--- src/rtl/datamem_access_unit.sv ---
// datamem_access_unit: handshaked byte-enabled load/store responder for a slow data RAM.
// Optional DM_ALIGN_CHECK_EN: misaligned half/word accesses complete immediately with err.
`ifndef DM_OP_BIT
`define DM_OP_BIT 3
`endif
`ifndef DM_OP_SB
`define DM_OP_SB 3'd0
`endif
`ifndef DM_OP_SH
`define DM_OP_SH 3'd1
`endif
`ifndef DM_OP_WD
`define DM_OP_WD 3'd2
`endif
`ifndef DM_OP_UB
`define DM_OP_UB 3'd3
`endif
`ifndef DM_OP_UH
`define DM_OP_UH 3'd4
`endif

module datamem_access_unit #(
    parameter int TIMEOUT_CYCLES = 255,
    parameter int CNT_WIDTH      = 8
) (
    input  logic                  clk,
    input  logic                  rst,
    input  logic                  req_valid,
    input  logic                  req_we,
    input  logic [`DM_OP_BIT-1:0] req_op,
    input  logic [31:0]           req_addr,
    input  logic [31:0]           req_wdata,
    output logic                  stall,
    output logic [31:0]           rdata,
    output logic                  rdata_valid,
    output logic                  err,
    output logic                  mem_req,
    output logic                  mem_we,
    output logic [3:0]            mem_be,
    output logic [29:0]           mem_addr,
    output logic [31:0]           mem_wdata,
    input  logic                  mem_ack,
    input  logic [31:0]           mem_rdata
);
    typedef enum logic [1:0] {IDLE, BUSY, DONE} state_t;

    state_t                state_q, state_d;
    logic [CNT_WIDTH-1:0]  cnt_q, cnt_d;
    logic                  we_q, we_d, err_q, err_d;
    logic [`DM_OP_BIT-1:0] op_q, op_d;
    logic [31:0]           addr_q, addr_d, wdata_q, wdata_d, rdata_q, rdata_d;
    logic                  is_b, is_h, misalign, busy;
    logic [7:0]            byte_sel;
    logic [15:0]           half_sel;
    logic [31:0]           load_data;
    logic [3:0]            store_be;

    assign is_b = (op_q == `DM_OP_SB) || (op_q == `DM_OP_UB);
    assign is_h = (op_q == `DM_OP_SH) || (op_q == `DM_OP_UH);
    assign busy = (state_q == BUSY);

`ifdef DM_ALIGN_CHECK_EN
    // Byte ops are never misaligned; anything not byte/half decodes as word.
    assign misalign = ((req_op == `DM_OP_SH) || (req_op == `DM_OP_UH)) ? req_addr[0] :
                      ((req_op == `DM_OP_SB) || (req_op == `DM_OP_UB)) ? 1'b0 :
                      (req_addr[1:0] != 2'b00);
`else
    assign misalign = 1'b0;
`endif

    assign byte_sel  = mem_rdata[8*addr_q[1:0] +: 8];
    assign half_sel  = addr_q[1] ? mem_rdata[31:16] : mem_rdata[15:0];
    assign load_data = (op_q == `DM_OP_SB) ? {{24{byte_sel[7]}}, byte_sel} :
                       (op_q == `DM_OP_UB) ? {24'd0, byte_sel} :
                       (op_q == `DM_OP_SH) ? {{16{half_sel[15]}}, half_sel} :
                       (op_q == `DM_OP_UH) ? {16'd0, half_sel} : mem_rdata;
    assign store_be  = is_b ? 4'b0001 << addr_q[1:0] :
                       is_h ? (addr_q[1] ? 4'b1100 : 4'b0011) : 4'b1111;

    always_comb begin
        state_d = state_q;
        cnt_d   = cnt_q;
        we_d    = we_q;
        op_d    = op_q;
        addr_d  = addr_q;
        wdata_d = wdata_q;
        rdata_d = rdata_q;
        err_d   = err_q;
        case (state_q)
            IDLE: if (req_valid) begin
                we_d    = req_we;
                op_d    = req_op;
                addr_d  = req_addr;
                wdata_d = req_wdata;
                cnt_d   = '0;
                err_d   = misalign;
                rdata_d = 32'd0;
                state_d = misalign ? DONE : BUSY;
            end
            BUSY: begin
                cnt_d = cnt_q + 1'b1;
                // ack takes priority over a coincident timeout
                if (mem_ack) begin
                    rdata_d = we_q ? 32'd0 : load_data;
                    err_d   = 1'b0;
                    state_d = DONE;
                end else if (cnt_q == CNT_WIDTH'(TIMEOUT_CYCLES - 1)) begin
                    rdata_d = 32'd0;
                    err_d   = 1'b1;
                    state_d = DONE;
                end
            end
            default: state_d = IDLE;
        endcase
    end

    always_ff @(posedge clk or posedge rst) begin
        if (rst) begin
            state_q <= IDLE;
            cnt_q   <= '0;
            we_q    <= 1'b0;
            op_q    <= '0;
            addr_q  <= 32'd0;
            wdata_q <= 32'd0;
            rdata_q <= 32'd0;
            err_q   <= 1'b0;
        end else begin
            state_q <= state_d;
            cnt_q   <= cnt_d;
            we_q    <= we_d;
            op_q    <= op_d;
            addr_q  <= addr_d;
            wdata_q <= wdata_d;
            rdata_q <= rdata_d;
            err_q   <= err_d;
        end
    end

    assign stall       = busy || ((state_q == IDLE) && req_valid);
    assign rdata       = rdata_q;
    assign rdata_valid = (state_q == DONE);
    assign err         = (state_q == DONE) && err_q;
    assign mem_req     = busy;
    assign mem_we      = busy && we_q;
    assign mem_be      = busy ? (we_q ? store_be : 4'b1111) : 4'b0000;
    assign mem_addr    = addr_q[31:2];
    assign mem_wdata   = is_b ? {4{wdata_q[7:0]}} : is_h ? {2{wdata_q[15:0]}} : wdata_q;
endmodule

--- config.mk ---
export PLATFORM = sky130hd
export DESIGN_NAME = datamem_access_unit
export DESIGN_NICKNAME = d
export VERILOG_FILES = /design/src/rtl/datamem_access_unit.sv
export SDC_FILE = /design/constraint.sdc
export NUM_CORES = 1
export LEC_CHECK = 0
export ABC_AREA = 0
export BUFFER_PORTS_ARGS = -buffer_cell sky130_fd_sc_hd__buf_4
export CAP_MARGIN = 25
export CORE_ASPECT_RATIO = 0.8
export CORE_UTILIZATION = 52
export CTS_BUF_LIST = sky130_fd_sc_hd__clkbuf_2 sky130_fd_sc_hd__clkbuf_4 sky130_fd_sc_hd__clkbuf_8
export CTS_CLUSTER_SIZE = 28
export DETAILED_ROUTE_END_ITERATION = 7
export GPL_ROUTABILITY_DRIVEN = 0
export PLACE_DENSITY_LB_ADDON = 0.08
export SETUP_SLACK_MARGIN = 0.3
export SYNTH_ARGS = -nofsm -noshare
export SYNTH_HDL_FRONTEND = slang
export SYNTH_SLANG_ARGS = --single-unit
--- constraint.sdc ---
create_clock -name clk -period 5.19 [get_ports clk]
set_input_delay 0.7785 -clock clk [delete_from_list [all_inputs] [get_ports clk]]
set_output_delay 0.7785 -clock clk [all_outputs]
set_load 0.02 [all_outputs]
==> out/results.ini, run 1 <==
[final_layout]
fin_nets=898
instances_no_fill=941
final_area_um2=7297
syn2layout_area_growth_pct=23.95
diodes=0
drive_gt1_share_pct=33.38

[timing]
fin_crit_sh_pct=64.71
setup-violations-final=0
maxSlewViolCount=0
fmax_ghz=0.2977
finalClockSkew_ns=0.01066
hold_violations=0
hold_ws_ns=0.4879
rsz0062_at_grt=no
worstMarginPinSlew_ns=1.005
fin_tns_setup_ns=0
relSlewSlack_pct=33.01
min_period_ns=3.359

[logic_synthesis]
ys_ff_latch=111
netlist.area_leader.share_pct=47.18
synthCells=650
ys_seq_area_share_pct=47.18
synth-async-reset-ratio_pct=100.0
syn_avg_cell_area_um2=9.057
yosysTopAreaCell=dfrtp_1
synth.most_common_cell=nand2_1
syn_nets=756
synth_area_um2=5887
yosysWarningCount=0
synth_edf_count=0
synth-main-ff-cell=dfrtp_1
ys_types=53
synth_area_leaders=dfrtp_1, nand2_1, buf_4
synthTopCellsByCount=nand2_1, dfrtp_1, buf_4

[pwr]
power_leakage_uw=0.003723
power.density_nw_per_um2=608.7
vdd_drop_max_mv=0.2721
total_power_uw=4442

[clock_tree]
cts_sinks=111
tritoncts=yes
clk_path_buf_depth=2
root_buffer=clkbuf_8
cts.reportedPaths.clkPinSlew_ns=0.09
post_cts_resized=0
clk_latency_ns=0.38
postCtsHoldBufs=0
cts_made_buffers=9
htreeDepth=3
cts_setup_buffers=0

[die]
core_um2=10930
start_util_pct=53.85
rows=34
ios=207
die_y_um=97.17
die-area_um2=11750
die_w_um=121.0

[global_route]
overflow=0
first_global_vias=5010
grt_pass1_wl_mm=25.70
use_met3_pct=8.040
grt_antenna_before_repair=0
use_met2_pct=42.37
grt_max_degree=73
grt_usage_pct=28.30
gr-max-usage-layer=met2
met1_usage_pct=39.47

[route]
drt-vias-per-instance=5.611
route.vias.total=5280
drt_iter0_markers=497
ant_nets=0
drt_first_pass_iters=5
drc=0
drt-total-wl_mm=16.43
wire_per_inst_um=17.46

[hold_path]
min_path_type=flip-flop to flip-flop

[worst_setup_path]
cp.arrival_ns=2.58
start_kind=flip-flop
crit_fanout=18
cp-end-kind=output pin
path_cells=xor2_2 > or2_1 > a21bo_2 > o21a_1 > buf_4
crit_required_ns=4.41
critPathSlowestCell=dfrtp_1
cpPeakStageDelay_ns=0.66
worstSetupPathType=flip-flop to output pin

[placed_design]
placed_area_um2=7114
dpl.hpwl_mm=11.62
portBuffers=206
dp_cells=925

[status]
status=completed

[flow_run]
max-cap-violations=0

-- layout make-up --
| cell class | instances | area [um^2] |
|---|---|---|
| clock buffer | 11 | 151.4 |
| clock inverter | 5 | 31.28 |
| fill | 912 | 3636 |
| inverter | 7 | 28.78 |
| multi-input combinational | 454 | 2559 |
| sequential | 111 | 2778 |
| tap | 144 | 180.2 |
| timing repair buffer | 209 | 1569 |
-- cell families (layout without fill, tap and decap cells) --
| family | Yosys count | count (layout) | synth area share, % |
|---|---|---|---|
| xor gates and xnor gates | 2 | 2 | 0.7440 |
| DFF | 111 | 111 | 47.18 |
| muxes | 19 | 19 | 5.101 |
| adders and majority gates | 2 | 2 | 0.4250 |
| and+or+nand+nor | 305 | 305 | 22.36 |
| AOI/OAI and AO/OA | 126 | 126 | 14.77 |
| buffers and inverters | 85 | 232 | 9.415 |
-- where the power goes --
| part | total (uW) | switching, uW | internal (uW) |
|---|---|---|---|
| Clock | 490 | 290 | 200 |
| Sequential | 1560 | 369 | 1190 |
| Combinational | 2400 | 1390 | 1010 |
-- critical path, delay by kind of cell, from the launching register on --
family,cells,cell delay [ns]
AOI/OAI and AO/OA,2,0.39
DFF,1,0.66
buffers and inverters,1,0.13
and+or+nand+nor,1,0.60
xor gates and xnor gates,1,0.42
-- worst paths after layout --
check | startpoint | end | slack [ns] | cells past startpoint
worst min-delay path | wdata_q[21] | wdata_q[21] | 0.49 | 2
worst max register to register | state_q[1] | rdata[25] | 2.95 | 4
worst min register to register | wdata_q[21] | wdata_q[21] | 0.49 | 2
min in group asynchronous | rst | wdata_q[18] | 0.57 | 2
max in group asynchronous | rst | addr_q[1] | 3.53 | 3
worst max-delay path | op_q[0] | mem_be[1] | 1.83 | 5
-- metrics by stage --
step,setup slack [ns],utilization [%]
global route,1.615,66.74
CTS,1.820,66.74
global placement,2.304,65.07
finish,1.831,66.74
floorplan,1.481,-
detailed placement,2.246,65.07
-- cell usage in the layout, fill, tap and decap left out, drive strengths merged, types with 11 or more instances in the layout --
cell type / netlist / final
nand2: 238 / 238
buf: 58 / 209
dfrtp: 111 / 111
o21ai: 40 / 40
nor2: 25 / 25
o2bb2ai: 19 / 19
o22ai: 17 / 17
o211ai: 16 / 16
o21a: 12 / 12
clkbuf: 20 / 11
-- routing by layer --
metal | up-vias | routed length (um)
li1 | 2443 | -
met1 | 2490 | 6944
met2 | 311 | 7276
met3 | 36 | 1892
met4 | 0 | 316
met5 | - | 0
-- sequential cells by signal, indices dropped and copies added (netlist names) --
name / flops
we_q: 1
rdata: 32
cnt_q: 8
state_q: 2
op_q: 3
err_q: 1
wdata_q: 32
addr_q: 32
Power figures use the tool's default switching activity.
==> run 2: changes to the inputs <==
ABC_AREA = 1   (was 0)
clock period = 3.34 ns   (was 5.19 ns; I/O delays follow)
==> out/results.ini, run 2 <==
[final_layout]
nFillCells=956
multi_input_area_um2=2450
diodes=0
syn2layout_area_growth_pct=24.82
ff_latch_area_um2=2778
fin_nets=1049
drive_gt1_share_pct=27.95
fin_util_pct=67.34
layout_common_cells=nand2_1, buf_4, dfrtp_1, o21ai_0, inv_1
mostFrequentLayoutCell=nand2_1

[route]
ant_nets=0
drt-total-wl_mm=15.42
drt-vias-per-instance=5.141
drc=0
route.vias.total=5614
drt_first_pass_iters=5
drt_iter0_markers=428
wire_per_inst_um=14.12

[logic_synthesis]
yosysWarningCount=0
synthXorXnorAreaFrac_pct=0.1473
synth_area_um2=5944
synth.most_common_cell=nand2_1
synthTopCellsByCount=nand2_1, dfrtp_1, o21ai_0
synth_compound_area_share_pct=10.42
yosysTopAreaCell=dfrtp_1
syn_avg_cell_area_um2=7.468
ys_ff_latch=111
synth_edf_count=0
synth_top_family_by_area=simple AND/OR/NAND/NOR gates
synth-adder-area-share_pct=0.4210
syn_nets=902
synthCells=796
netlist.area_leader.share_pct=46.73
synth.area.mux_share_pct=0.1684
synth_simple_gate_area_share_pct=29.80
ys_types=32
synth_area_leaders=dfrtp_1, nand2_1, o21ai_0
synth-main-ff-cell=dfrtp_1
ys_seq_area_share_pct=46.73
synth-async-reset-ratio_pct=100.0

[clock_tree]
clk_path_buf_depth=2
cts.reportedPaths.clkPinSlew_ns=0.11
cts_made_buffers=9
postCtsHoldBufs=0
cts_sinks=111
htreeDepth=3
clk_latency_ns=0.39
tritoncts=yes
root_buffer=clkbuf_8

[timing]
hold_ws_ns=0.2738
worstMarginPinSlew_ns=0.8155
rsz0062_at_grt=no
finalClockSkew_ns=0.009655
relSlewSlack_pct=45.55
setup-violations-final=0
fin_tns_setup_ns=0
min_period_ns=2.846
hold_violations=0
fin_crit_sh_pct=85.21
maxSlewViolCount=0
fmax_ghz=0.3514

[die]
rows=34
die-area_um2=11870
start_util_pct=53.95
die_w_um=121.5
core_um2=11020
die_y_um=97.63
ios=207

[worst_setup_path]
start_kind=flip-flop
cp.arrival_ns=2.34
r2r-start=state_q[1]
cp-end-kind=output pin
crit_required_ns=2.84
crit_fanout=27
worstSetupPathType=flip-flop to output pin
cp-startpoint=op_q[1]

[flow_run]
max-cap-violations=0

[pwr]
vdd_drop_max_mv=0.5965
power.density_nw_per_um2=970.4
power_leakage_uw=0.004113

[global_route]
grt_antenna_before_repair=0
first_global_vias=5068
grt_usage_pct=26.33
grt_pass1_wl_mm=24.56
overflow=0
grt_max_degree=112

[placed_design]
portBuffers=206
dpl.hpwl_mm=11.33

[hold_path]
min_path_type=input port to async pin

[status]
status=completed

run 2: cell count changes in the layout (fill, tap and decap cells not counted), moves of 16 or more:
cell,change
a21oi_1,+16
inv_1,+45
nand2_1,+87
nand3_1,+39
nor2_1,+22
o21ai_0,+35
o2bb2ai_1,-19
run 2: timing repair:
| action | CTS | global route |
|---|---|---|
| gates cloned | 1 | 0 |
| pin swaps | 1 | 1 |
| buffers inserted | 0 | 2 |
| gates resized for setup | 0 | 1 |
| setup endpoints to repair | 3 | 8 |
run 2: power breakdown:
| part | switching (uW) | internal [uW] | total [uW] |
|---|---|---|---|
| sequential | 406 | 1880 | 2280 |
| clock | 477 | 304 | 781 |
| combinational | 2580 | 1560 | 4130 |
| total | 3460 | 3740 | 7200 |
run 2: critical path, cell delays in order (launching register included):
cell and delay (ns):
dfrtp_1 0.45, nor2_2 0.18, nand2_2 0.30, nand2_8 0.32
nor2_4 0.06, buf_4 0.15, a21oi_1 0.20, a21oi_1 0.11
buf_4 0.17
run 2: worst paths after layout:
path	end	slack [ns]	cells after the start
max	mem_be[2]	0.49	8
min	addr_q[26]	0.27	3
max reg2reg	rdata[13]	1.20	7
min reg2reg	err_q	0.49	2
max in group asynchronous	rdata[18]	2.63	3
min in group clk	addr_q[24]	0.30	3
run 2: layout make-up:
cell class              count  share of cell area [%]
clock inverters             6                  0.6745
well taps                 144                   2.428
flip-flops and latches    111                   37.44
repair buffers            212                   21.62
inverters                  57                   2.968
multi-input cells         552                   33.02
clock buffers              10                   1.855
run 2: through the flow:
stage	area, um^2	setup WS, ns	cells	total power, uW
4_1_cts	7396	0.3717	1090	7175
3_5_place_dp	7202	0.6824	1073	6366
2_1_floorplan	5948	1.260	796	5138
3_3_place_gp	7202	0.7757	1073	6271
5_1_grt	7420	0.3307	1092	7714
6_report	7420	0.4941	1092	7200
run 2: kinds of logic (layout without fill, tap and decap cells):
group           count (synthesis)  in the layout
fa+ha+maj                       2              2
flops                         111            111
simple gates                  432            433
buf+inv                       134            285
mux                             1              1
compound gates                115            115
xor+xnor                        1              1
run 2: routing by layer:
| metal | global-route usage, % | vias up | part of all wire [%] |
|---|---|---|---|
| met2 | 40.95 | 254 | 45 |
| li1 | - | 2747 | - |
| met5 | 0 | - | 0 |
| met3 | 6.984 | 38 | 7.7 |
| met1 | 36.34 | 2575 | 45 |
| met4 | 6.743 | 0 | 2.0 |
==> run 3: changes to the inputs <==
CORE_ASPECT_RATIO = not set   (was 0.8)
CORE_UTILIZATION = 29   (was 52)
REMOVE_ABC_BUFFERS = 1   (was not set)
==> out/results.ini, run 3 (same netlist as run 2, synthesis figures left out) <==
[clock_tree]
cts_made_buffers=9
root_buffer=clkbuf_8
clk_latency_ns=0.40
tritoncts=yes
htreeDepth=3
cts.reportedPaths.clkPinSlew_ns=0.12
post_cts_resized=0
cts_sinks=111
clk_path_buf_depth=2

[timing]
hold_ws_ns=0.1581
finalClockSkew_ns=0.01082
rsz0062_at_grt=no
worstMarginPinSlew_ns=0.6594
maxSlewViolCount=0
hold_violations=0
relSlewSlack_pct=55.88
fmax_ghz=0.3610
setup-violations-final=0
fin_crit_sh_pct=82.93
min_period_ns=2.770

[pwr]
vdd_drop_max_mv=0.5285
total_power_uw=7462
power_leakage_uw=0.004174
power.density_nw_per_um2=972.6

[placed_design]
portBuffers=206
dp_cells=1207
dpl.hpwl_mm=12.88

[final_layout]
mostFrequentLayoutCell=nand2_1
syn2layout_area_growth_pct=29.07
nFillCells=2258
fin_nets=1056
ff_latch_area_um2=2778
fin_util_pct=38.04
diodes=0
instances_no_fill=1225
drive_gt1_share_pct=28.48
multi_input_area_um2=2435
layout_common_cells=nand2_1, buf_4, dfrtp_1, o21ai_0, inv_1

[route]
wire_per_inst_um=14.48
drt_first_pass_iters=4
drc=0
drt-vias-per-instance=4.376
route.vias.total=5361
drt_iter0_markers=249
drt-total-wl_mm=17.73
ant_nets=0

[worst_setup_path]
critPathSlowestCell=dfrtp_1
cp_common_cell=a21oi_1
crit_buf_inv=3
cpPeakStageDelay_ns=0.43
crit_fanout=26
start_kind=flip-flop
cp-end-kind=output pin
worstSetupPathType=flip-flop to output pin
path_cells=inv_1 > nand3_4 > nand2_4 > inv_2 > a21oi_1 > a21oi_1 > buf_4
crit_required_ns=2.84
cp_top_family=simple AND/OR/NAND/NOR gates
cp.arrival_ns=2.27

[flow_run]
max-cap-violations=0

[global_route]
overflow=0
grt_antenna_before_repair=0
grt_pass1_wl_mm=28.81
grt_max_degree=52
grt_usage_pct=17.30
first_global_vias=5308

[die]
start_util_pct=29.47
die-area_um2=21070
ios=207
core_um2=20170
rows=52
die_w_um=145.2
die_y_um=145.2

[hold_path]
min_path_type=input port to async pin

[status]
status=completed

-- run 3: changes by cell type in the layout (fill, tap and decap cells not counted), sizes merged --
| cell | change |
|---|---|
| nor2 | -1 |
| buf | +8 |
| clkbuf | -1 |
| bufinv | +2 |
| clkinvlp | -1 |
-- run 3: final timing paths --
check	from	end	slack (ns)	cells past startpoint
worst min register to register	wdata_q[27]	wdata_q[27]	0.49	2
worst max-delay path	op_q[2]	mem_be[3]	0.57	7
max in group asynchronous	rst	addr_q[1]	2.33	3
worst max register to register	op_q[1]	rdata[15]	1.42	8
worst min-delay path	rst	wdata_q[5]	0.16	2
min in group clk	req_addr[7]	addr_q[7]	0.28	3
-- run 3: layout make-up --
cell class,count,area share (%)
sequential,111,36.20
multi-input combinational,551,31.74
timing repair buffer,220,21.69
tap,270,4.403
inverter,57,2.854
clock buffer,9,1.614
clock inverter,7,1.500
-- run 3: through the flow --
step | setup slack, ns | TNS, ns | area (um^2)
finish | 0.5701 | 0 | 7672
global route | 0.3785 | 0 | 7672
CTS | 0.3992 | 0 | 7657
detailed placement | 0.8705 | 0 | 7418
global placement | 0.8931 | 0 | 7418
floorplan | -0.09165 | -10.17 | 5429
-- run 3: timing repair --
item / in CTS / in global routing
endpoints found under the setup margin: 0 / 1
hold buffers: 0 / 0
buffers inserted: 0 / 2
-- run 3: per-layer routing --
metal | track usage, % | share of wire, % | up-vias | wire length [um]
li1 | - | - | 2761 | -
met5 | 0 | 0 | - | 0
met2 | 25.65 | 43 | 170 | 7551
met4 | 5.316 | 1.1 | 0 | 189
met3 | 4.528 | 7.3 | 13 | 1302
met1 | 24.48 | 49 | 2417 | 8691
-- run 3: power breakdown --
part           switching, uW  internal (uW)
clock network            527            442
registers                352           1880
logic                   2670           1590
total                   3550           3910
